### src/rtl/mouse_display_pkg.sv
// -----------------------------------------------------------------------------
// mouse_display_pkg
// Shared types and constants for the mouse coordinate digit formatter and its
// sequential binary-to-BCD engine.
//   fmt_state_e    : formatter FSM encoding (IDLE -> CONV -> COMMIT)
//   DATA_W         : coordinate width (only 8 is supported)
//   BCD_DIGITS     : decimal digits produced (255 max needs three)
//   NIBBLE_W       : width of one digit
//   ADD3_THRESHOLD : double-dabble correction threshold
//   ITER_COUNT     : shift iterations per conversion (one per input bit)
//   add3_nibble()  : double-dabble per-digit correction
// -----------------------------------------------------------------------------
package mouse_display_pkg;

  typedef enum logic [1:0] {
    ST_IDLE   = 2'd0,
    ST_CONV   = 2'd1,
    ST_COMMIT = 2'd2
  } fmt_state_e;

  localparam int DATA_W         = 8;
  localparam int BCD_DIGITS     = 3;
  localparam int NIBBLE_W       = 4;
  localparam int ADD3_THRESHOLD = 5;
  localparam int ITER_COUNT     = DATA_W;

  // A digit of 5..9 would become >= 10 after the next doubling, so pre-add 3
  // to make the shift carry into the next digit instead.
  function automatic logic [NIBBLE_W-1:0] add3_nibble(input logic [NIBBLE_W-1:0] n);
    if (n >= NIBBLE_W'(ADD3_THRESHOLD)) begin
      return n + NIBBLE_W'(3);
    end
    return n;
  endfunction

endpackage

### src/rtl/mouse_digit_formatter_if.sv
// -----------------------------------------------------------------------------
// mouse_digit_formatter_if
// Bundles the coordinate inputs, mode controls and digit outputs of the
// formatter.
//   master : coordinate source / display side (drives X/Y, UPDATE, modes;
//            reads digits and BUSY)
//   slave  : the formatter itself
// Signals:
//   MOUSE_X, MOUSE_Y : current coordinates
//   UPDATE           : one-cycle strobe, new coordinates available
//   DEC_MODE         : 0 = hex both axes, 1 = decimal single axis
//   AXIS_SEL         : decimal axis select, 0 = X, 1 = Y
//   NUM0..NUM3       : digits, NUM0 rightmost
//   BUSY             : decimal conversion in progress
// -----------------------------------------------------------------------------
interface mouse_digit_formatter_if;
  import mouse_display_pkg::*;

  logic [DATA_W-1:0]   MOUSE_X;
  logic [DATA_W-1:0]   MOUSE_Y;
  logic                UPDATE;
  logic                DEC_MODE;
  logic                AXIS_SEL;
  logic [NIBBLE_W-1:0] NUM0;
  logic [NIBBLE_W-1:0] NUM1;
  logic [NIBBLE_W-1:0] NUM2;
  logic [NIBBLE_W-1:0] NUM3;
  logic                BUSY;

  modport master (
    output MOUSE_X, MOUSE_Y, UPDATE, DEC_MODE, AXIS_SEL,
    input  NUM0, NUM1, NUM2, NUM3, BUSY
  );

  modport slave (
    input  MOUSE_X, MOUSE_Y, UPDATE, DEC_MODE, AXIS_SEL,
    output NUM0, NUM1, NUM2, NUM3, BUSY
  );

endinterface

### src/rtl/mouse_digit_formatter_bin2bcd_seq.sv
// -----------------------------------------------------------------------------
// bin2bcd_seq
// Sequential shift/add-3 (double dabble) binary-to-BCD converter, one bit per
// clock.
//   clk, rst_n : clock, asynchronous active-low reset
//   start      : load value and begin a conversion (ignored result-wise if a
//                conversion is already running: it restarts)
//   value      : binary input, sampled on the start edge
//   done       : high during the final iteration cycle; the digit outputs
//                hold the finished result from the following edge onward
//   bcd_ones, bcd_tens, bcd_hund : BCD digits
// -----------------------------------------------------------------------------
module bin2bcd_seq
  import mouse_display_pkg::*;
#(
  parameter int VALUE_W = DATA_W
) (
  input  logic                clk,
  input  logic                rst_n,
  input  logic                start,
  input  logic [VALUE_W-1:0]  value,
  output logic                done,
  output logic [NIBBLE_W-1:0] bcd_ones,
  output logic [NIBBLE_W-1:0] bcd_tens,
  output logic [NIBBLE_W-1:0] bcd_hund
);

  localparam int BCD_W   = BCD_DIGITS * NIBBLE_W;
  localparam int SHREG_W = BCD_W + VALUE_W;
  localparam int CNT_W   = $clog2(ITER_COUNT + 1);

  // Layout: {hundreds, tens, ones, binary}; the binary part drains into the
  // BCD part one bit per shift.
  logic [SHREG_W-1:0] shreg_reg, shreg_next;
  logic [SHREG_W-1:0] adjusted;
  logic [CNT_W-1:0]   iter_cnt_reg, iter_cnt_next;
  logic               running_reg, running_next;

  assign adjusted[VALUE_W-1:0] = shreg_reg[VALUE_W-1:0];

  generate
    for (genvar gi = 0; gi < BCD_DIGITS; gi++) begin : g_add3
      assign adjusted[VALUE_W + gi*NIBBLE_W +: NIBBLE_W] =
        add3_nibble(shreg_reg[VALUE_W + gi*NIBBLE_W +: NIBBLE_W]);
    end
  endgenerate

  always_comb begin
    shreg_next    = shreg_reg;
    iter_cnt_next = iter_cnt_reg;
    running_next  = running_reg;
    if (start) begin
      shreg_next    = {{BCD_W{1'b0}}, value};
      iter_cnt_next = '0;
      running_next  = 1'b1;
    end else if (running_reg) begin
      shreg_next    = {adjusted[SHREG_W-2:0], 1'b0};
      iter_cnt_next = iter_cnt_reg + CNT_W'(1);
      if (iter_cnt_reg == CNT_W'(ITER_COUNT - 1)) begin
        running_next = 1'b0;
      end
    end
  end

  always_ff @(posedge clk or negedge rst_n) begin
    if (!rst_n) begin
      shreg_reg    <= '0;
      iter_cnt_reg <= '0;
      running_reg  <= 1'b0;
    end else begin
      shreg_reg    <= shreg_next;
      iter_cnt_reg <= iter_cnt_next;
      running_reg  <= running_next;
    end
  end

  assign done     = running_reg && (iter_cnt_reg == CNT_W'(ITER_COUNT - 1));
  assign bcd_ones = shreg_reg[VALUE_W              +: NIBBLE_W];
  assign bcd_tens = shreg_reg[VALUE_W + NIBBLE_W   +: NIBBLE_W];
  assign bcd_hund = shreg_reg[VALUE_W + 2*NIBBLE_W +: NIBBLE_W];

endmodule

### src/rtl/mouse_digit_formatter.sv
// -----------------------------------------------------------------------------
// mouse_digit_formatter
// Turns the latest mouse coordinates into four display digits.
//   Hex mode     : NUM3..NUM0 = Y[7:4], Y[3:0], X[7:4], X[3:0], committed on
//                  the start edge itself.
//   Decimal mode : NUM3 = selected axis (0/1), NUM2..NUM0 = hundreds, tens,
//                  ones of that axis, committed nine edges after start.
// A holdoff counter throttles commits; UPDATEs that cannot start immediately
// are remembered in a pending flag and served with the coordinates present
// when the start finally happens.
// Ports:
//   CLK   : system clock
//   RESET : asynchronous active-low reset
//   bus   : mouse_digit_formatter_if.slave (coordinates, modes, digits, BUSY)
// Parameters:
//   HOLDOFF_MAX : minimum cycles between commits
//   DATA_WIDTH  : coordinate width, 8 only
// -----------------------------------------------------------------------------
module mouse_digit_formatter
  import mouse_display_pkg::*;
#(
  parameter int HOLDOFF_MAX = 9_999_999,
  parameter int DATA_WIDTH  = 8
) (
  input  logic                     CLK,
  input  logic                     RESET,
  mouse_digit_formatter_if.slave   bus
);

  localparam int HOLD_W = (HOLDOFF_MAX < 1) ? 1 : $clog2(HOLDOFF_MAX + 1);

  fmt_state_e          state_reg, state_next;
  logic                pending_reg, pending_next;
  logic [HOLD_W-1:0]   holdoff_reg, holdoff_next;
  logic                axis_reg, axis_next;
  logic [NIBBLE_W-1:0] num0_reg, num0_next;
  logic [NIBBLE_W-1:0] num1_reg, num1_next;
  logic [NIBBLE_W-1:0] num2_reg, num2_next;
  logic [NIBBLE_W-1:0] num3_reg, num3_next;

  logic                start;
  logic                dec_start;
  logic [DATA_WIDTH-1:0] sel_value;
  logic                conv_done;
  logic [NIBBLE_W-1:0] bcd_ones, bcd_tens, bcd_hund;

  assign start     = (state_reg == ST_IDLE) && (bus.UPDATE || pending_reg) &&
                     (holdoff_reg == '0);
  assign dec_start = start && bus.DEC_MODE;
  assign sel_value = bus.AXIS_SEL ? bus.MOUSE_Y : bus.MOUSE_X;

  bin2bcd_seq #(
    .VALUE_W (DATA_WIDTH)
  ) u_bin2bcd (
    .clk      (CLK),
    .rst_n    (RESET),
    .start    (dec_start),
    .value    (sel_value),
    .done     (conv_done),
    .bcd_ones (bcd_ones),
    .bcd_tens (bcd_tens),
    .bcd_hund (bcd_hund)
  );

  always_comb begin
    state_next   = state_reg;
    axis_next    = axis_reg;
    num0_next    = num0_reg;
    num1_next    = num1_reg;
    num2_next    = num2_reg;
    num3_next    = num3_reg;
    holdoff_next = (holdoff_reg == '0) ? '0 : holdoff_reg - HOLD_W'(1);

    // Any UPDATE that does not start a refresh (busy, holdoff, or landing on
    // the commit edge) is remembered.
    if (start) begin
      pending_next = 1'b0;
    end else if (bus.UPDATE) begin
      pending_next = 1'b1;
    end else begin
      pending_next = pending_reg;
    end

    case (state_reg)
      ST_IDLE: begin
        if (start) begin
          if (bus.DEC_MODE) begin
            axis_next  = bus.AXIS_SEL;
            state_next = ST_CONV;
          end else begin
            num0_next    = bus.MOUSE_X[3:0];
            num1_next    = bus.MOUSE_X[7:4];
            num2_next    = bus.MOUSE_Y[3:0];
            num3_next    = bus.MOUSE_Y[7:4];
            holdoff_next = HOLD_W'(HOLDOFF_MAX);
          end
        end
      end
      ST_CONV: begin
        if (conv_done) begin
          state_next = ST_COMMIT;
        end
      end
      ST_COMMIT: begin
        num0_next    = bcd_ones;
        num1_next    = bcd_tens;
        num2_next    = bcd_hund;
        num3_next    = {3'b000, axis_reg};
        holdoff_next = HOLD_W'(HOLDOFF_MAX);
        state_next   = ST_IDLE;
      end
      default: begin
        state_next = ST_IDLE;
      end
    endcase
  end

  always_ff @(posedge CLK or negedge RESET) begin
    if (!RESET) begin
      state_reg   <= ST_IDLE;
      pending_reg <= 1'b0;
      holdoff_reg <= '0;
      axis_reg    <= 1'b0;
      num0_reg    <= '0;
      num1_reg    <= '0;
      num2_reg    <= '0;
      num3_reg    <= '0;
    end else begin
      state_reg   <= state_next;
      pending_reg <= pending_next;
      holdoff_reg <= holdoff_next;
      axis_reg    <= axis_next;
      num0_reg    <= num0_next;
      num1_reg    <= num1_next;
      num2_reg    <= num2_next;
      num3_reg    <= num3_next;
    end
  end

  assign bus.NUM0 = num0_reg;
  assign bus.NUM1 = num1_reg;
  assign bus.NUM2 = num2_reg;
  assign bus.NUM3 = num3_reg;
  assign bus.BUSY = (state_reg != ST_IDLE);

endmodule

### src/flat_wrapper.sv
// flat-port wrapper written by rule: the top's interface ports become plain ports
module mouse_digit_formatter_flat import mouse_display_pkg::*;
#(
  parameter int HOLDOFF_MAX = 9_999_999,
  parameter int DATA_WIDTH  = 8
)
  (CLK, RESET, bus_MOUSE_X, bus_MOUSE_Y, bus_UPDATE, bus_DEC_MODE, bus_AXIS_SEL, bus_NUM0, bus_NUM1, bus_NUM2, bus_NUM3, bus_BUSY);
  mouse_digit_formatter_if bus_i ();
  input  logic CLK;
  input  logic RESET;
  input wire logic [$bits(bus_i.MOUSE_X)-1:0] bus_MOUSE_X;
  input wire logic [$bits(bus_i.MOUSE_Y)-1:0] bus_MOUSE_Y;
  input wire logic [$bits(bus_i.UPDATE)-1:0] bus_UPDATE;
  input wire logic [$bits(bus_i.DEC_MODE)-1:0] bus_DEC_MODE;
  input wire logic [$bits(bus_i.AXIS_SEL)-1:0] bus_AXIS_SEL;
  output wire logic [$bits(bus_i.NUM0)-1:0] bus_NUM0;
  output wire logic [$bits(bus_i.NUM1)-1:0] bus_NUM1;
  output wire logic [$bits(bus_i.NUM2)-1:0] bus_NUM2;
  output wire logic [$bits(bus_i.NUM3)-1:0] bus_NUM3;
  output wire logic [$bits(bus_i.BUSY)-1:0] bus_BUSY;
  assign bus_i.MOUSE_X = bus_MOUSE_X;
  assign bus_i.MOUSE_Y = bus_MOUSE_Y;
  assign bus_i.UPDATE = bus_UPDATE;
  assign bus_i.DEC_MODE = bus_DEC_MODE;
  assign bus_i.AXIS_SEL = bus_AXIS_SEL;
  assign bus_NUM0 = bus_i.NUM0;
  assign bus_NUM1 = bus_i.NUM1;
  assign bus_NUM2 = bus_i.NUM2;
  assign bus_NUM3 = bus_i.NUM3;
  assign bus_BUSY = bus_i.BUSY;
  mouse_digit_formatter #(.HOLDOFF_MAX(HOLDOFF_MAX), .DATA_WIDTH(DATA_WIDTH)) u_core (.CLK(CLK), .RESET(RESET), .bus(bus_i));
endmodule
### config.mk
export PLATFORM = sky130hd
export DESIGN_NAME = mouse_digit_formatter_flat
export DESIGN_NICKNAME = d
export VERILOG_FILES = /design/src/rtl/mouse_display_pkg.sv /design/src/rtl/mouse_digit_formatter_if.sv /design/src/rtl/mouse_digit_formatter_bin2bcd_seq.sv /design/src/rtl/mouse_digit_formatter.sv /design/src/flat_wrapper.sv
export SDC_FILE = /design/constraint.sdc
export NUM_CORES = 1
export LEC_CHECK = 0
export ABC_AREA = 1
export CORE_UTILIZATION = 60
export CTS_BUF_LIST = sky130_fd_sc_hd__clkbuf_16
export CTS_CLUSTER_DIAMETER = 200
export DETAILED_ROUTE_END_ITERATION = 7
export DONT_BUFFER_PORTS = 1
export GPL_TIMING_DRIVEN = 1
export PLACE_DENSITY = 0.82
export SLEW_MARGIN = 20
export SYNTH_ARGS = -nofsm -noshare
export SYNTH_HDL_FRONTEND = slang
export SYNTH_SLANG_ARGS = --single-unit
### constraint.sdc
create_clock -name CLK -period 4 [get_ports CLK]
set_clock_uncertainty 0.05 [all_clocks]
set_input_delay 0.8 -clock CLK [delete_from_list [all_inputs] [get_ports CLK]]
set_output_delay 0.8 -clock CLK [all_outputs]
set_load 0.005 [all_outputs]
==> flow_summary_export.csv <==
group,metric,value,unit
critical_path,startpoint_type,"flip-flop",
floorplanning,die_x,82.2,µm
clocking,hold_buffers,0,
synthesis,synth.most_common_cell,"nand2_1",
timing,slew_violations,0,
final_layout,fin_cells,583,
final_layout,final_nets,532,
final_layout,drive_gt1_share,6.89,%
hold_path,hold_class,"in2async",
floorplanning,initial_core_util,63.6,%
drt,ant_nets,0,
floorplanning,die-area,6750,µm²
synthesis,ys_top_cells_by_area,"dfrtp_1, nand2_1, nor2_1, nand3_1, inv_1",
global_routing,antenna_found_initial,0,
clocking,path_clk_slew,0.06,ns
critical_path,worstReg2RegEnd,"u_core.holdoff_reg[3]$_DFF_PN0_",
global_routing,gr-usage-all-layers,26.9,%
critical_path,critPathArrivalTime,2.46,ns
drt,drc,0,
critical_path,worst-path-buf-inv,2,
synthesis,netlist_instances,510,
clocking,cts_root_buf,"clkbuf_16",
drt,vias,3252,
timing,period_needed,2.25,ns
global_routing,overflow,0,
critical_path,cpMaxStageDelayCell,"dfrtp_1",
power_and_ir_drop,ir_worst_vdd,368,µV
synthesis,synth_nets,539,
synthesis,synth_top_cell_by_area,"dfrtp_1",
clocking,htree_levels,3,
critical_path,r2r_cells,10,
final_layout,diodes,0,
placed_design,place_hpwl,5.82,mm
synthesis,yosysUniqueCellTypes,36,
clocking,clkSinkCount,69,
timing,worst_pin_slew,1.06,ns
drt,wl_per_cell,14.2,µm
synthesis,synth-edff-count,0,
timing,setup_violations,0,
timing,final.setup.tns,0,ns
clocking,cts_tree,"done",
drt,wl,8.30,mm
final_layout,largest_reg_flops,24,
critical_path,path_class,"reg2reg",
critical_path,crit_path_max_incr_delay,0.36,ns
power_and_ir_drop,powerDensity,340,nW/µm²
critical_path,critical_path_depth,10,
critical_path,crit_fanout,20,
floorplanning,core_area,6060,µm²
critical_path,path_cells,"inv_1 -> ha_1 -> nand2_2 -> nor2_4 -> nand2_4 -> nor2_8 -> nand3_4 -> nand2_4 -> inv_1 -> nand2_1",
synthesis,synth-async-reset-ratio,100,%
critical_path,required,4.21,ns
critical_path,rrSetupSlack,1.75,ns
timing,max_freq,444,MHz
global_routing,grt_pass1_wl,13.8,mm
critical_path,r2r_start,"u_core.holdoff_reg[0]$_DFF_PN0_",
timing,hold_violations,0,
floorplanning,num_io_pins,38,
placed_design,post_dp_cell_area,3860,µm²
global_routing,grt_pass1_vias,2990,
final_layout,area_delta_synth_final,6.81,%
synthesis,synth.avg_cell_area,7.56,µm²
synthesis,synth_area,3860,µm²
timing,rsz0062_at_grt,"false",
floorplanning,die_h,82.2,µm
clocking,clk_latency,0.33,ns
clocking,cts_buffer_depth,2,
power_and_ir_drop,cellLeakagePower,2.15,nW
placed_design,finalWeightedCongestion,0.980,
synthesis,synth-seq-cells,69,
drt,drtIter0Drc,246,
global_routing,grt_max_degree,70,
placed_design,dpl.cell_count,567,
synthesis,synth_common_cells,"nand2_1, dfrtp_1, nor2_1",
drt,firstDrtPassIters,5,
synthesis,ys.flop_type,"dfrtp_1",
critical_path,path_delay_family,"simple AND/OR/NAND/NOR gates",
clocking,post_cts_resized,0,
floorplanning,num_rows,28,
timing,post-route-period-util,56.3,%
timing,slew_headroom,29.2,%
critical_path,endpoint_kind,"flip-flop",
synthesis,ys_warn_count,0,
run,cap_violations,0,
run_status,outcome,"completed",
final_layout,fin_area,4120,µm²
synthesis,synth_top_area_share,44.8,%
clocking,cts_buffers,9,
placed_design,io_buffers,0,
synthesis,synth-seq-area-share,44.8,%
drt,vias_per_cell,5.58,
clocking,post-cts-setup-buffers,0,
-- cells in the final DEF, fill, tap and decap left out, types with 4 or more instances in the layout --
cell type | Yosys | routed
a21oi_1 | 16 | 16
clkbuf_16 | 0 | 9
dfrtp_1 | 69 | 69
ha_1 | 8 | 8
inv_1 | 46 | 48
mux2i_1 | 4 | 4
nand2_1 | 158 | 158
nand3_1 | 37 | 37
nand4_1 | 11 | 11
nor2_1 | 62 | 62
nor2_2 | 6 | 6
nor3_1 | 4 | 4
o21ai_0 | 29 | 29
xnor2_1 | 4 | 4
xor2_1 | 8 | 8
-- area by class of cell --
class                           count  area [µm²]
Tap cell                           75        93.8
Clock buffer                        9         225
Fill cell                         504        1940
Inverter                           49         185
Clock inverter                      7        35.0
Sequential cell                    69        1730
Timing Repair Buffer                1        7.51
Multi-Input combinational cell    373        1850
-- per-layer routing --
layer	share of wire [%]	global-route usage [%]	wire (µm)	vias up
met5	0	0	0	-
li1	-	-	-	1613
met2	44	41.7	3640	99
met1	49	37.2	4040	1522
met3	5.4	4.51	450	18
met4	2.0	11.4	170	0
-- through the flow --
step,power [W],worst slack (ns),util [%],hold slack [ns]
finish,0.00140,1.75,68.0,0.113
global route,0.00144,1.49,68.0,0.104
CTS,0.00141,1.75,68.0,0.113
detailed placement,0.000726,1.76,63.7,0.373
global placement,0.000727,1.87,63.7,0.365
floorplan,0.000726,2.17,-,0.357
-- logic make-up (layout without fill, tap and decap cells) --
kind of cell	Yosys count	after routing	synth area share [%]
fa+ha+maj	8	8	2.59
simple gates	293	293	33.6
xor+xnor	12	12	2.72
buf+inv	68	66	7.36
flops	69	69	44.8
compound gates	56	56	7.95
mux	4	4	1.04
-- report_power, final --
group | internal (W) | total (W) | switching (W)
logic | 0.00000641 | 0.0000157 | 0.00000929
registers | 0.000699 | 0.000699 | 0.00000000000000000000506
clock network | 0.000408 | 0.000686 | 0.000278
total | 0.00111 | 0.00140 | 0.000287
-- worst max path at each step --
stage | startpoint | slack [ns] | endpoint
after global routing | u_core.state_reg[1]$_DFFE_PN0P_ | 1.49 | u_core.holdoff_reg[3]$_DFF_PN0_
after CTS | u_core.state_reg[1]$_DFFE_PN0P_ | 1.75 | u_core.holdoff_reg[22]$_DFF_PN0_
after floorplan | bus_DEC_MODE | 2.17 | u_core.holdoff_reg[10]$_DFF_PN0_
after global placement | u_core.state_reg[1]$_DFFE_PN0P_ | 1.87 | u_core.holdoff_reg[22]$_DFF_PN0_
after detailed placement | u_core.state_reg[1]$_DFFE_PN0P_ | 1.76 | u_core.holdoff_reg[22]$_DFF_PN0_
final | u_core.holdoff_reg[0]$_DFF_PN0_ | 1.75 | u_core.holdoff_reg[3]$_DFF_PN0_
Power figures use the tool's default switching activity.
